**config.mk**
```make
export PLATFORM = sky130hd
export DESIGN_NAME = psum_read_address_generator_flat
export DESIGN_NICKNAME = d
export VERILOG_FILES = /design/src/rtl/psum_read_address_generator_pkg.sv /design/src/rtl/psum_read_address_generator_if.sv /design/src/rtl/psum_read_address_generator_skid_fifo.sv /design/src/rtl/psum_read_address_generator.sv /design/src/flat_wrapper.sv
export SDC_FILE = /design/constraint.sdc
export NUM_CORES = 1
export LEC_CHECK = 0
export ABC_AREA = 1
export CAP_MARGIN = 20
export CORE_ASPECT_RATIO = 2
export CORE_MARGIN = 2
export CORE_UTILIZATION = 40
export CTS_CLUSTER_SIZE = 40
export DETAILED_ROUTE_END_ITERATION = 10
export PLACE_DENSITY = 0.71
export REMOVE_ABC_BUFFERS = 1
export SETUP_SLACK_MARGIN = 0.2
export SYNTH_ARGS = -nofsm -noshare
export SYNTH_HDL_FRONTEND = slang
export SYNTH_SLANG_ARGS = --single-unit
export TNS_END_PERCENT = 5
```
**constraint.sdc**
```tcl
create_clock -name clk -period 2.3 [get_ports clk]
set_input_delay 0.69 -clock clk [delete_from_list [all_inputs] [get_ports clk]]
set_output_delay 0.69 -clock clk [all_outputs]
set_load 0.05 [all_outputs]
```
**src/rtl/psum_read_address_generator_pkg.sv**
```systemverilog
// Shared definitions for the psum read-side drain path: FSM encoding and
// scratchpad/skid sizing constants.
package psum_pkg;

  typedef enum logic [1:0] {
    ST_IDLE  = 2'd0,
    ST_READ  = 2'd1,
    ST_DRAIN = 2'd2
  } state_e;

  localparam int RD_LATENCY = 1;
  localparam int SKID_DEPTH = 2;

endpackage

```
**src/rtl/psum_read_address_generator_if.sv**
```systemverilog
// Scratchpad read port plus output stream, bundled so the generator sees one bus.
interface psum_read_address_generator_if #(
  parameter int ADDR_WIDTH = 8,
  parameter int DATA_WIDTH = 16
);

  logic                  rd_en;
  logic [ADDR_WIDTH-1:0] rd_addr;
  logic [DATA_WIDTH-1:0] rd_data;
  logic                  out_valid;
  logic [DATA_WIDTH-1:0] out_data;
  logic                  out_last;
  logic                  out_ready;

  modport master (
    output rd_en, rd_addr, out_valid, out_data, out_last,
    input  rd_data, out_ready
  );

  modport slave (
    input  rd_en, rd_addr, out_valid, out_data, out_last,
    output rd_data, out_ready
  );

endinterface

```
**src/rtl/psum_read_address_generator_skid_fifo.sv**
```systemverilog
// Small circular FIFO that parks scratchpad words while the output stream stalls.
module psum_skid_fifo
  import psum_pkg::*;
#(
  parameter int WIDTH = 17
) (
  input  logic             clk,
  input  logic             rst,
  input  logic             push_i,
  input  logic             pop_i,
  input  logic [WIDTH-1:0] wdata_i,
  output logic [WIDTH-1:0] rdata_o,
  output logic             full_o,
  output logic             empty_o
);

  localparam int PTR_W = $clog2(SKID_DEPTH);
  localparam int CNT_W = $clog2(SKID_DEPTH + 1);

  logic [WIDTH-1:0] mem_q [SKID_DEPTH];
  logic [PTR_W-1:0] wr_ptr_q, rd_ptr_q;
  logic [CNT_W-1:0] count_q, count_d;
  logic             do_push, do_pop;

  assign full_o  = (count_q == CNT_W'(SKID_DEPTH));
  assign empty_o = (count_q == '0);
  assign do_pop  = pop_i && !empty_o;
  // A push into a full FIFO is legal only when the head leaves on the same edge.
  assign do_push = push_i && (!full_o || pop_i);
  assign rdata_o = mem_q[rd_ptr_q];

  always_comb begin
    count_d = count_q;
    case ({do_push, do_pop})
      2'b10:   count_d = count_q + CNT_W'(1);
      2'b01:   count_d = count_q - CNT_W'(1);
      default: count_d = count_q;
    endcase
  end

  // NOTE: sequential state uses non-blocking assignments so every flop samples pre-edge values.
  always_ff @(posedge clk or negedge rst) begin
    if (!rst) begin
      wr_ptr_q <= '0;
      rd_ptr_q <= '0;
      count_q  <= '0;
    end else begin
      if (do_push) wr_ptr_q <= wr_ptr_q + PTR_W'(1);
      if (do_pop)  rd_ptr_q <= rd_ptr_q + PTR_W'(1);
      count_q <= count_d;
    end
  end

  // NOTE: storage is not reset; the head is only observed while empty_o is low.
  always_ff @(posedge clk) begin
    if (do_push) mem_q[wr_ptr_q] <= wdata_i;
  end

endmodule

```
**src/rtl/psum_read_address_generator.sv**
```systemverilog
// Drains a contiguous psum region from the scratchpad onto a valid/ready stream,
// absorbing the 1-cycle read latency with a bypassed 2-entry skid FIFO.
module psum_read_address_generator
  import psum_pkg::*;
#(
  parameter int ADDR_WIDTH = 8,
  parameter int DATA_WIDTH = 16
) (
  input  logic                  clk,
  input  logic                  rst,
  input  logic                  start,
  input  logic [ADDR_WIDTH-1:0] base_addr,
  input  logic [ADDR_WIDTH-1:0] max_count,
  output logic                  busy,
  output logic                  done,
  psum_read_address_generator_if.master bus
);

  state_e                state_q, state_d;
  logic [ADDR_WIDTH-1:0] base_q, base_d;
  logic [ADDR_WIDTH-1:0] max_q, max_d;
  logic [ADDR_WIDTH-1:0] issue_q, issue_d;
  logic                  done_q, done_d;
  logic                  inflight_q, inflight_last_q;

  logic                  rd_en, is_last_issue, handshake;
  logic                  fifo_push, fifo_pop, fifo_full, fifo_empty;
  logic [DATA_WIDTH:0]   fifo_wdata, fifo_rdata, out_word;

  assign is_last_issue = (issue_q == max_q);

  // Issue only while FIFO + inflight holds fewer than two words.
  assign rd_en = (state_q == ST_READ) && !fifo_full && !(!fifo_empty && inflight_q);

  assign bus.rd_en   = rd_en;
  assign bus.rd_addr = rd_en ? (base_q + issue_q) : '0;

  // Words returning from the scratchpad bypass the FIFO when it is empty and
  // the stream accepts them; otherwise they are parked behind the head.
  assign fifo_wdata = {inflight_last_q, bus.rd_data};
  assign fifo_pop   = !fifo_empty && bus.out_ready;
  assign fifo_push  = inflight_q && (!fifo_empty || !bus.out_ready);

  always_comb begin
    out_word = '0;
    if (!fifo_empty)     out_word = fifo_rdata;
    else if (inflight_q) out_word = fifo_wdata;
  end

  assign bus.out_valid = !fifo_empty || inflight_q;
  assign bus.out_data  = out_word[DATA_WIDTH-1:0];
  assign bus.out_last  = out_word[DATA_WIDTH];
  assign handshake     = bus.out_valid && bus.out_ready;

  assign busy = (state_q != ST_IDLE);
  assign done = done_q;

  // NOTE: every variable gets a default before the case so no latch is inferred.
  always_comb begin
    state_d = state_q;
    base_d  = base_q;
    max_d   = max_q;
    issue_d = issue_q;
    done_d  = 1'b0;
    case (state_q)
      ST_IDLE: begin
        if (start) begin
          base_d  = base_addr;
          max_d   = max_count;
          issue_d = '0;
          state_d = ST_READ;
        end
      end
      ST_READ: begin
        if (rd_en) begin
          issue_d = issue_q + ADDR_WIDTH'(1);
          if (is_last_issue) state_d = ST_DRAIN;
        end
      end
      ST_DRAIN: begin
        if (handshake && bus.out_last) begin
          state_d = ST_IDLE;
          done_d  = 1'b1;
        end
      end
      default: state_d = ST_IDLE;
    endcase
  end

  always_ff @(posedge clk or negedge rst) begin
    if (!rst) begin
      state_q         <= ST_IDLE;
      base_q          <= '0;
      max_q           <= '0;
      issue_q         <= '0;
      done_q          <= 1'b0;
      inflight_q      <= 1'b0;
      inflight_last_q <= 1'b0;
    end else begin
      state_q         <= state_d;
      base_q          <= base_d;
      max_q           <= max_d;
      issue_q         <= issue_d;
      done_q          <= done_d;
      inflight_q      <= rd_en;
      inflight_last_q <= rd_en && is_last_issue;
    end
  end

  psum_skid_fifo #(
    .WIDTH(DATA_WIDTH + 1)
  ) u_skid (
    .clk    (clk),
    .rst    (rst),
    .push_i (fifo_push),
    .pop_i  (fifo_pop),
    .wdata_i(fifo_wdata),
    .rdata_o(fifo_rdata),
    .full_o (fifo_full),
    .empty_o(fifo_empty)
  );

endmodule

```
**src/flat_wrapper.sv**
```systemverilog
// flat-port wrapper written by rule: the top's interface ports become plain ports
module psum_read_address_generator_flat import psum_pkg::*;
#(
  parameter int ADDR_WIDTH = 8,
  parameter int DATA_WIDTH = 16
)
  (clk, rst, start, base_addr, max_count, busy, done, bus_rd_en, bus_rd_addr, bus_out_valid, bus_out_data, bus_out_last, bus_rd_data, bus_out_ready);
  psum_read_address_generator_if #(.ADDR_WIDTH(ADDR_WIDTH), .DATA_WIDTH(DATA_WIDTH)) bus_i ();
  input  logic clk;
  input  logic rst;
  input  logic start;
  input  logic [ADDR_WIDTH-1:0] base_addr;
  input  logic [ADDR_WIDTH-1:0] max_count;
  output logic busy;
  output logic done;
  output wire logic [$bits(bus_i.rd_en)-1:0] bus_rd_en;
  output wire logic [$bits(bus_i.rd_addr)-1:0] bus_rd_addr;
  output wire logic [$bits(bus_i.out_valid)-1:0] bus_out_valid;
  output wire logic [$bits(bus_i.out_data)-1:0] bus_out_data;
  output wire logic [$bits(bus_i.out_last)-1:0] bus_out_last;
  input wire logic [$bits(bus_i.rd_data)-1:0] bus_rd_data;
  input wire logic [$bits(bus_i.out_ready)-1:0] bus_out_ready;
  assign bus_rd_en = bus_i.rd_en;
  assign bus_rd_addr = bus_i.rd_addr;
  assign bus_out_valid = bus_i.out_valid;
  assign bus_out_data = bus_i.out_data;
  assign bus_out_last = bus_i.out_last;
  assign bus_i.rd_data = bus_rd_data;
  assign bus_i.out_ready = bus_out_ready;
  psum_read_address_generator #(.ADDR_WIDTH(ADDR_WIDTH), .DATA_WIDTH(DATA_WIDTH)) u_core (.clk(clk), .rst(rst), .start(start), .base_addr(base_addr), .max_count(max_count), .busy(busy), .done(done), .bus(bus_i));
endmodule
```
==> summary by stage, run 1 <==
Placed design
The placement-stage worst setup slack is -77.7 ps. The HPWL after detailed placement is 5870 um. The count of buffers added on input and output ports is 64. The placer congestion estimate is 0.820.

Worst hold path
In this run the most critical hold path is launched from u_core.base_q[5]$_DFFE_PN0P_. The number of cells traversed by the worst hold path is 2. The path category of the worst min-delay check is register to register. The worst hold path endpoint is u_core.base_q[5]$_DFFE_PN0P_.

Setup path
The critical path goes through ha_2 -> fa_2 -> nand4_1 -> nand3_1 -> nand2_1 -> nand2_1 -> nor2_2 -> buf_12. STA classifies the critical path endpoint as an output pin. The capture point of the worst reg-to-reg path is u_core.u_skid.count_q[1]$_DFFE_PN0P_. For this run, the slowest stage of the critical path takes 380 ps. For the worst flop-to-flop path, the logic depth is 8. The launch instance of the worst register-to-register path is u_core.u_skid.count_q[1]$_DFFE_PN0P_.

The data arrival at the endpoint of the critical path is 1850 ps. The path type of the worst setup path is register to output pin. Counting stages on the worst path, the most repeated cell is sky130_fd_sc_hd__nand2_1.

The largest fanout of any net on the critical path is 3. For this design, the slowest cell found on the critical path is sky130_fd_sc_hd__dfrtp_1. At the worst endpoint, the required time is approximately 1600 ps. The setup check on the worst reg-to-reg path leaves a slack of approximately 420 ps. The worst setup path is launched from a register.

STA
The worst max-slew margin expressed relative to the limit is 0.669. At the pin with the least slew margin, the transition time is 499 ps. The smallest setup slack after layout is -236 ps. The worst hold slack across all endpoints is slightly below 500 ps. The number of pins exceeding their max-slew limit in the final report is 0. On the final layout, the worst clock skew is between 5 and 6 ps. Setup repair after global routing could not meet its margin everywhere. The total of endpoints with negative setup slack in the final report is 8. The final-layout setup total negative slack is -1280 ps.

The final count of hold timing violations was 0. Of the available clock period, the critical path in the final layout requires 1.10. The worst path in the final design needs a cycle of about 2500 ps, including I/O delays and setup. The maximum frequency from static timing analysis is around 0.4 GHz.

Synthesis
After synthesis, the mean cell area works out to 9.05 um2. The count of synthesis-stage warnings from yosys is 0. Among all flip-flop cells after synthesis, the most frequent one is sky130_fd_sc_hd__edfxtp_1. The share of the Yosys chip area taken by registers is 0.546. In this run the cell area of the synthesized design comes to 3380 um2. The count of distinct cell types in the synthesized netlist is 33. Counting flops and latches in the post-synthesis netlist gives between 60 and 70. The fraction of registers with async set or reset after synthesis is 0.493. The cell count after synthesis is 374. In this run, synthesis inferred 34 flip-flops with an integrated enable.

Clock tree
Counting along the longest clock path gives a buffer depth of 2. The CTS root buffer is sky130_fd_sc_hd__clkbuf_16. The number of clock sinks is 67.

Clock latency on the worst-skew pair, taken at its later pin, is 330 ps. The clock tree synthesis step divided the H-tree into 3 levels. The CTS buffer count is 9. TritonCTS built the clock tree. In this run, post-CTS hold repair placed 0 buffers. After clock tree synthesis, the clock-pin slew on the worst setup and hold paths is 50 ps.

Route
The detail route stage leaves a number of antenna-violating nets equal to 0. The final route contains 2890 vias. The detail-routed net length per standard cell is 14.1 um.

The via-per-instance ratio is 5.08. For this block, the routed nets add up to 8010 um of wire. For this run, the detailed router's first-pass iteration total came to 4. The DRC marker count from the first detailed-route iteration is ~120.

The post-route DRC violation count is 0.

Finish
At the end of the flow, the number of nets in the layout was 512. 0 antenna diodes ended up in the layout. The fraction of final layout cells sized beyond drive strength 1 is 0.242.

Compared with the post-synthesis result, the final layout area differs by 41.4%. Counting the fill cells in the layout gives between 700 and 800.

Die
The die is 69.0 um wide. During I/O placement, the number of pins put on the boundary was 65. The area of the core is 8230 um2.

The cell row count is 47. The die is roughly 130 um tall. The initial core utilization is 0.411.

The die covers slightly above 9000 um2.

Flow run
The number of max-capacitance violations reported is 0.

Power and ir drop
For this design the ratio of total power to cell area is 1690 nW/um2. The maximum ir drop on the vdd rail is 0.00155 V. The leakage power summed over all cells is 2.15 nW.

Outcome
The flow ran to the end, but the final reports show violations. The final reports fail on setup timing.

Global route
The global-route wire length before repair is 13400 um. The largest net degree at the start of global routing is 34. The total global routing overflow is 0. The via count of the first global-routing pass was a little over 3000.

The number of antenna violations at the first check in global routing is 0. The combined global-route utilization of all metal layers is 0.183.
[cell usage after synthesis (2+ instances only)]
| cell | n | area [um2] |
|---|---|---|
| sky130_fd_sc_hd__nor2_2 | 2 | 12.5 |
| sky130_fd_sc_hd__nand4_1 | 6 | 37.5 |
| sky130_fd_sc_hd__nand2_1 | 90 | 338 |
| sky130_fd_sc_hd__clkbuf_1 | 3 | 11.3 |
| sky130_fd_sc_hd__o21ai_1 | 6 | 30.0 |
| sky130_fd_sc_hd__ha_1 | 9 | 113 |
| sky130_fd_sc_hd__o21ai_2 | 2 | 17.5 |
| sky130_fd_sc_hd__xnor2_1 | 3 | 26.3 |
| sky130_fd_sc_hd__edfxtp_1 | 34 | 1020 |
| sky130_fd_sc_hd__nand2_2 | 4 | 25.0 |
| sky130_fd_sc_hd__a21oi_1 | 13 | 65.1 |
| sky130_fd_sc_hd__o21ai_0 | 44 | 220 |
| sky130_fd_sc_hd__buf_6 | 3 | 33.8 |
| sky130_fd_sc_hd__buf_2 | 3 | 15.0 |
| sky130_fd_sc_hd__xor2_1 | 3 | 26.3 |
| sky130_fd_sc_hd__inv_2 | 4 | 15.0 |
| sky130_fd_sc_hd__nand3_2 | 3 | 30.0 |
| sky130_fd_sc_hd__nand3_1 | 24 | 120 |
| sky130_fd_sc_hd__nor2_1 | 42 | 158 |
| sky130_fd_sc_hd__buf_4 | 2 | 15.0 |
| sky130_fd_sc_hd__dfrtp_1 | 33 | 826 |
| sky130_fd_sc_hd__inv_1 | 30 | 113 |
[cells by family after synthesis]
group,after synthesis,share of synthesized area
fa+ha+maj,10,0.0392
simple gates,177,0.232
xor+xnor,6,0.0155
buf+inv,46,0.0610
compound gates,68,0.107
flops,67,0.546
[worst max-delay path by stage]
| stage | slack (ps) | cells past startpoint | from | to |
|---|---|---|---|---|
| after floorplan | -390 | 3 | u_core.u_skid.rd_ptr_q$_DFFE_PN0P_ | bus_out_data[0] |
| after global placement | -40 | 8 | u_core.issue_q[0]$_DFFE_PN0P_ | bus_rd_addr[6] |
| after detailed placement | -80 | 8 | u_core.issue_q[0]$_DFFE_PN0P_ | bus_rd_addr[6] |
| after CTS | -300 | 8 | u_core.issue_q[0]$_DFFE_PN0P_ | bus_rd_addr[6] |
| after global routing | -320 | 8 | u_core.issue_q[0]$_DFFE_PN0P_ | bus_rd_addr[6] |
| final | -240 | 8 | u_core.issue_q[0]$_DFFE_PN0P_ | bus_rd_addr[6] |
[registers in the layout, summed over array words and instances (netlist names)]
signal	flops
u_core.u_skid.wr_ptr_q	1
u_core.done	1
u_core.inflight_last_q	1
u_core.base_q	8
u_core.u_skid.mem_q	34
u_core.u_skid.rd_ptr_q	1
u_core.issue_q	8
u_core.u_skid.count_q	2
u_core.state_q	2
u_core.max_q	8
u_core.inflight_q	1
[cell usage in the layout, fill, tap and decap left out, types with 2 or more instances in the layout]
| cell type | Yosys | final |
|---|---|---|
| sky130_fd_sc_hd__inv_2 | 4 | 3 |
| sky130_fd_sc_hd__dfrtp_1 | 33 | 31 |
| sky130_fd_sc_hd__clkbuf_16 | 0 | 9 |
| sky130_fd_sc_hd__dfrtp_2 | 0 | 2 |
| sky130_fd_sc_hd__edfxtp_1 | 34 | 34 |
| sky130_fd_sc_hd__dlygate4sd2_1 | 0 | 2 |
| sky130_fd_sc_hd__clkdlybuf4s50_1 | 0 | 30 |
| sky130_fd_sc_hd__buf_6 | 3 | 6 |
| sky130_fd_sc_hd__clkinvlp_4 | 0 | 2 |
| sky130_fd_sc_hd__ha_1 | 9 | 4 |
| sky130_fd_sc_hd__xor2_1 | 3 | 3 |
| sky130_fd_sc_hd__inv_1 | 30 | 29 |
| sky130_fd_sc_hd__nand4_1 | 6 | 6 |
| sky130_fd_sc_hd__nand2_2 | 4 | 6 |
| sky130_fd_sc_hd__buf_4 | 2 | 38 |
| sky130_fd_sc_hd__nor2_1 | 42 | 39 |
| sky130_fd_sc_hd__nor2_2 | 2 | 4 |
| sky130_fd_sc_hd__buf_12 | 0 | 13 |
| sky130_fd_sc_hd__o21ai_2 | 2 | 4 |
| sky130_fd_sc_hd__o21ai_0 | 44 | 36 |
| sky130_fd_sc_hd__clkinv_2 | 0 | 2 |
| sky130_fd_sc_hd__nand2_1 | 90 | 88 |
| sky130_fd_sc_hd__ha_4 | 0 | 4 |
| sky130_fd_sc_hd__a21oi_2 | 1 | 6 |
| sky130_fd_sc_hd__nand3_2 | 3 | 4 |
| sky130_fd_sc_hd__a21oi_1 | 13 | 8 |
| sky130_fd_sc_hd__dlymetal6s2s_1 | 0 | 4 |
| sky130_fd_sc_hd__xnor2_1 | 3 | 3 |
| sky130_fd_sc_hd__nand3_1 | 24 | 23 |
| sky130_fd_sc_hd__nor2_4 | 1 | 2 |
| sky130_fd_sc_hd__o21ai_1 | 6 | 12 |
| sky130_fd_sc_hd__clkbuf_1 | 3 | 2 |
[critical path, delay by kind of cell (launching register included)]
| kind | cells | cell delay, ps |
|---|---|---|
| AND/OR/NAND/NOR | 5 | 440 |
| flip-flops | 1 | 380 |
| buffers and inverters | 1 | 150 |
| adder cells (fa/ha/maj) | 2 | 560 |
[power breakdown]
| group | switching [mW] | internal (mW) | leakage, nW | total [mW] |
|---|---|---|---|---|
| Combinational | 3.11 | 1.88 | 1.29 | 4.99 |
| Sequential | 0.243 | 1.68 | 0.726 | 1.92 |
| Clock | 0.472 | 0.722 | 0.127 | 1.19 |
| Total | 3.82 | 4.28 | 2.15 | 8.10 |
[routing by layer]
metal | part of all wire | up-vias | global-route usage
li1 | - | 1425 | -
met1 | 0.37 | 1355 | 0.181
met2 | 0.56 | 91 | 0.347
met3 | 0.042 | 19 | 0.0413
met4 | 0.035 | 0 | 0.0915
met5 | 0 | - | 0
[through the flow]
step / std cells / total power [mW] / utilization / instance area, um2
final: 569 / 8.10 / 0.581 / 4780
after global routing: 569 / 8.60 / 0.581 / 4780
after CTS: 569 / 8.00 / 0.572 / 4710
after detailed placement: 552 / 6.58 / 0.529 / 4360
after global placement: 552 / 6.50 / 0.529 / 4360
after floorplan: 362 / 4.74 / - / 3300
[area by class of cell]
class,count,area (um2),share of cell area
inverters,34,134,0.0280
well taps,98,123,0.0256
clock buffers,11,233,0.0487
multi-input cells,261,1430,0.300
flip-flops and latches,67,1850,0.387
repair buffers,93,981,0.205
clock inverters,5,30.0,0.00628
[what timing repair did]
item	CTS	global route
setup endpoints to repair	27	27
endpoints found under the hold margin	0	0
resized for setup	23	24
buffers inserted	1	0
cloned	0	0
pin swaps	6	5
No activity file was read; power rests on OpenSTA's default activity.
==> run 2, diff against run 1 <==
--- a/config.mk
+++ b/config.mk
@@ -18,4 +18,3 @@
 export SYNTH_ARGS = -nofsm -noshare
 export SYNTH_HDL_FRONTEND = slang
 export SYNTH_SLANG_ARGS = --single-unit
-export TNS_END_PERCENT = 5
==> summary by stage, run 2 (same netlist as run 1, synthesis figures left out) <==
Outcome
The flow ran to the end, but the final reports show violations. The final reports fail on setup timing.

Setup path
The path type of the worst setup path is register to output pin. In this run the critical register-to-register path is captured at u_core.u_skid.count_q[1]$_DFFE_PN0P_. Among the stages of the critical path, the cell type that occurs most often is sky130_fd_sc_hd__nand2_1.

The launch instance of the worst register-to-register path is u_core.u_skid.count_q[1]$_DFFE_PN0P_. The cell with the biggest individual delay on the critical path is sky130_fd_sc_hd__dfrtp_1. For the worst setup path, the data required time is 1610 ps. The largest single stage delay on the critical path is 380 ps.

For the worst setup path, the data arrival time is ~1900 ps. The largest fanout of any net on the critical path is 3. The signal on the critical path passes through ha_2 -> fa_2 -> nand4_1 -> nand3_1 -> nand2_1 -> nand2_1 -> nor2_2 -> buf_12. The type of origin of the critical path is a register. The kind of capture point of the worst setup path is an output pin. The length in cells of the worst reg-to-reg path is 9. Setup slack on the worst reg-to-reg path comes out at about 300 ps.

Route
Once detail routing completed, the nets flagged for antenna violations numbered 0. The via count of the routed design is 3075. The highest layer touched by signal routing is met4.

Wire segments on met3 add up to 383 um in the final route. The post-route DRC violation count is 0. The met2 wirelength from detailed routing is 5560 um. The detail-routed net length per standard cell is 15.9 um.

The via-per-instance ratio is 5.17. The total wirelength of the detailed-routed design is ~9500 um. After the first detailed-routing iteration, the DRC count stood at 173.

The first TritonRoute pass finished after 4 iterations. The routed length on met1 is 3240 um.

Clock tree
The clock passes through at most 2 buffers. The count of hold-fix buffers inserted at cts is 0. The root buffer cell chosen for the clock tree is sky130_fd_sc_hd__clkbuf_16. The clock latency reported for the late side of the worst-skew pair is 330 ps. After clock tree synthesis, the clock-pin slew on the worst setup and hold paths is about 50 ps.

The number of clock sinks is 67. The CTS buffer count is 9. TritonCTS built the clock tree. The number of H-tree branching levels is 3.

Die
The area of the core is 8230 um2. The top-level I/O count is 65. The die covers 9250 um2. The cell row count is 47.

The floorplan step set the die height to 134 um. For this configuration, the core starts out at a cell density of 0.411. In this run the horizontal extent of the chip is 69.0 um.

Finish
The area growth from synthesis to layout is 57.1%. At the end of the flow, the number of nets in the layout was 538. Measured on the finished design, the core utilization comes to 0.646.

The largest register by flop count is u_core.u_skid.mem_q. In the layout the commonest cells are sky130_fd_sc_hd__nand2_1, sky130_fd_sc_hd__buf_4, sky130_fd_sc_hd__edfxtp_1, sky130_fd_sc_hd__nor2_1, sky130_fd_sc_hd__dfrtp_1. The register with the most flip-flops in the layout has 34 of them.

In the final layout, the share of cells above drive strength 1 is 0.358. 0 antenna diodes ended up in the layout. The most common cell after layout, fill and taps aside is sky130_fd_sc_hd__nand2_1. The filler cells instantiated in the layout total 625.

Global route
The total global routing overflow is 0. The first global-routing pass estimated about 15000 um of wire. The via count of the first global-routing pass is 3250.

Across every metal layer, demand over resource in global routing totals 0.205. Entering global routing, the biggest net connects 34 pins. The number of antenna violations at the first check in global routing came to 0.

STA
Adding up every negative setup slack in the final design gives -1490 ps. Setup repair after global routing could not meet its margin everywhere. The maximum frequency from static timing analysis is approximately 0.39 GHz. At the pin with the least slew margin, the transition time is 506 ps. The final count of hold timing violations was 0.

Dividing the final minimum period by the clock period gives 1.11. Setup violations remaining at the end of the flow were counted as 9. The number of pins exceeding their max-slew limit in the final report is 0. The largest clock skew in the final design is 6.42 ps.

The worst max-slew margin expressed relative to the limit is 0.664. The smallest setup slack after layout is -264 ps. The routed design could run at a clock period as short as 2560 ps.

Worst hold path
The worst hold path endpoint is u_core.base_q[0]$_DFFE_PN0P_. The startpoint identified for the worst hold timing path is u_core.base_q[0]$_DFFE_PN0P_. The path category of the worst min-delay check is register to register. The number of cells traversed by the worst hold path is 2.

Placed design
Routability-driven placement finished with a final weighted congestion of 0.820. The placement-stage worst setup slack is -77.7 ps. The placed wire-length estimate after detailed placement is 5870 um. The count of buffers inserted at the top-level ports is 64.

Flow run
The number of max-capacitance violations reported is 0.
## run 2: worst max-delay path, delay by kind of cell, from the launching register on
| kind | cells | cell delay, ps |
|---|---|---|
| simple gates | 5 | 440 |
| flops | 1 | 380 |
| buf+inv | 1 | 150 |
| fa+ha+maj | 2 | 560 |
## run 2: cell type report
cell class | instances | area, um2 | area share
clock buffers | 11 | 233 | 0.0438
clock inverters | 5 | 30.0 | 0.00565
multi-input cells | 261 | 1680 | 0.316
flip-flops and latches | 67 | 1850 | 0.348
repair inverters | 2 | 15.0 | 0.00282
inverters | 34 | 139 | 0.0261
well taps | 98 | 123 | 0.0231
repair buffers | 117 | 1250 | 0.234
## run 2: worst max path at each step
stage	to	cells past startpoint	startpoint	slack (ps)
3_3_place_gp	bus_rd_addr[6]	8	u_core.issue_q[0]$_DFFE_PN0P_	-40
4_1_cts	bus_rd_addr[6]	8	u_core.issue_q[0]$_DFFE_PN0P_	-300
6_report	bus_rd_addr[6]	8	u_core.issue_q[0]$_DFFE_PN0P_	-260
3_5_place_dp	bus_rd_addr[6]	8	u_core.issue_q[0]$_DFFE_PN0P_	-80
2_1_floorplan	bus_out_data[0]	3	u_core.u_skid.rd_ptr_q$_DFFE_PN0P_	-390
5_1_grt	bus_rd_addr[6]	8	u_core.issue_q[0]$_DFFE_PN0P_	-330
## run 2: layer usage
layer | GRT usage | vias to the layer above
li1 | - | 1482
met1 | 0.192 | 1484
met2 | 0.390 | 91
met3 | 0.0436 | 18
met4 | 0.130 | 0
met5 | 0 | -
## run 2: stage by stage
step           std cells  area, um2  hold WS (ps)
3_3_place_gp         552       4360           453
2_1_floorplan        362       3300           394
3_5_place_dp         552       4360           473
4_1_cts              585       5090           499
5_1_grt              595       5320           518
6_report             595       5320           495
## run 2: what timing repair did
action                     in CTS  in global routing
resized for setup             126                 37
cloned                          4                  0
pin swaps                       9                 11
setup buffers                  13                 10
setup endpoints to repair      27                 28
Power of run 2 is left out: the tool's default activity adds up to more than one toggle a clock period on the data nets, which glitch-free logic cannot reach.
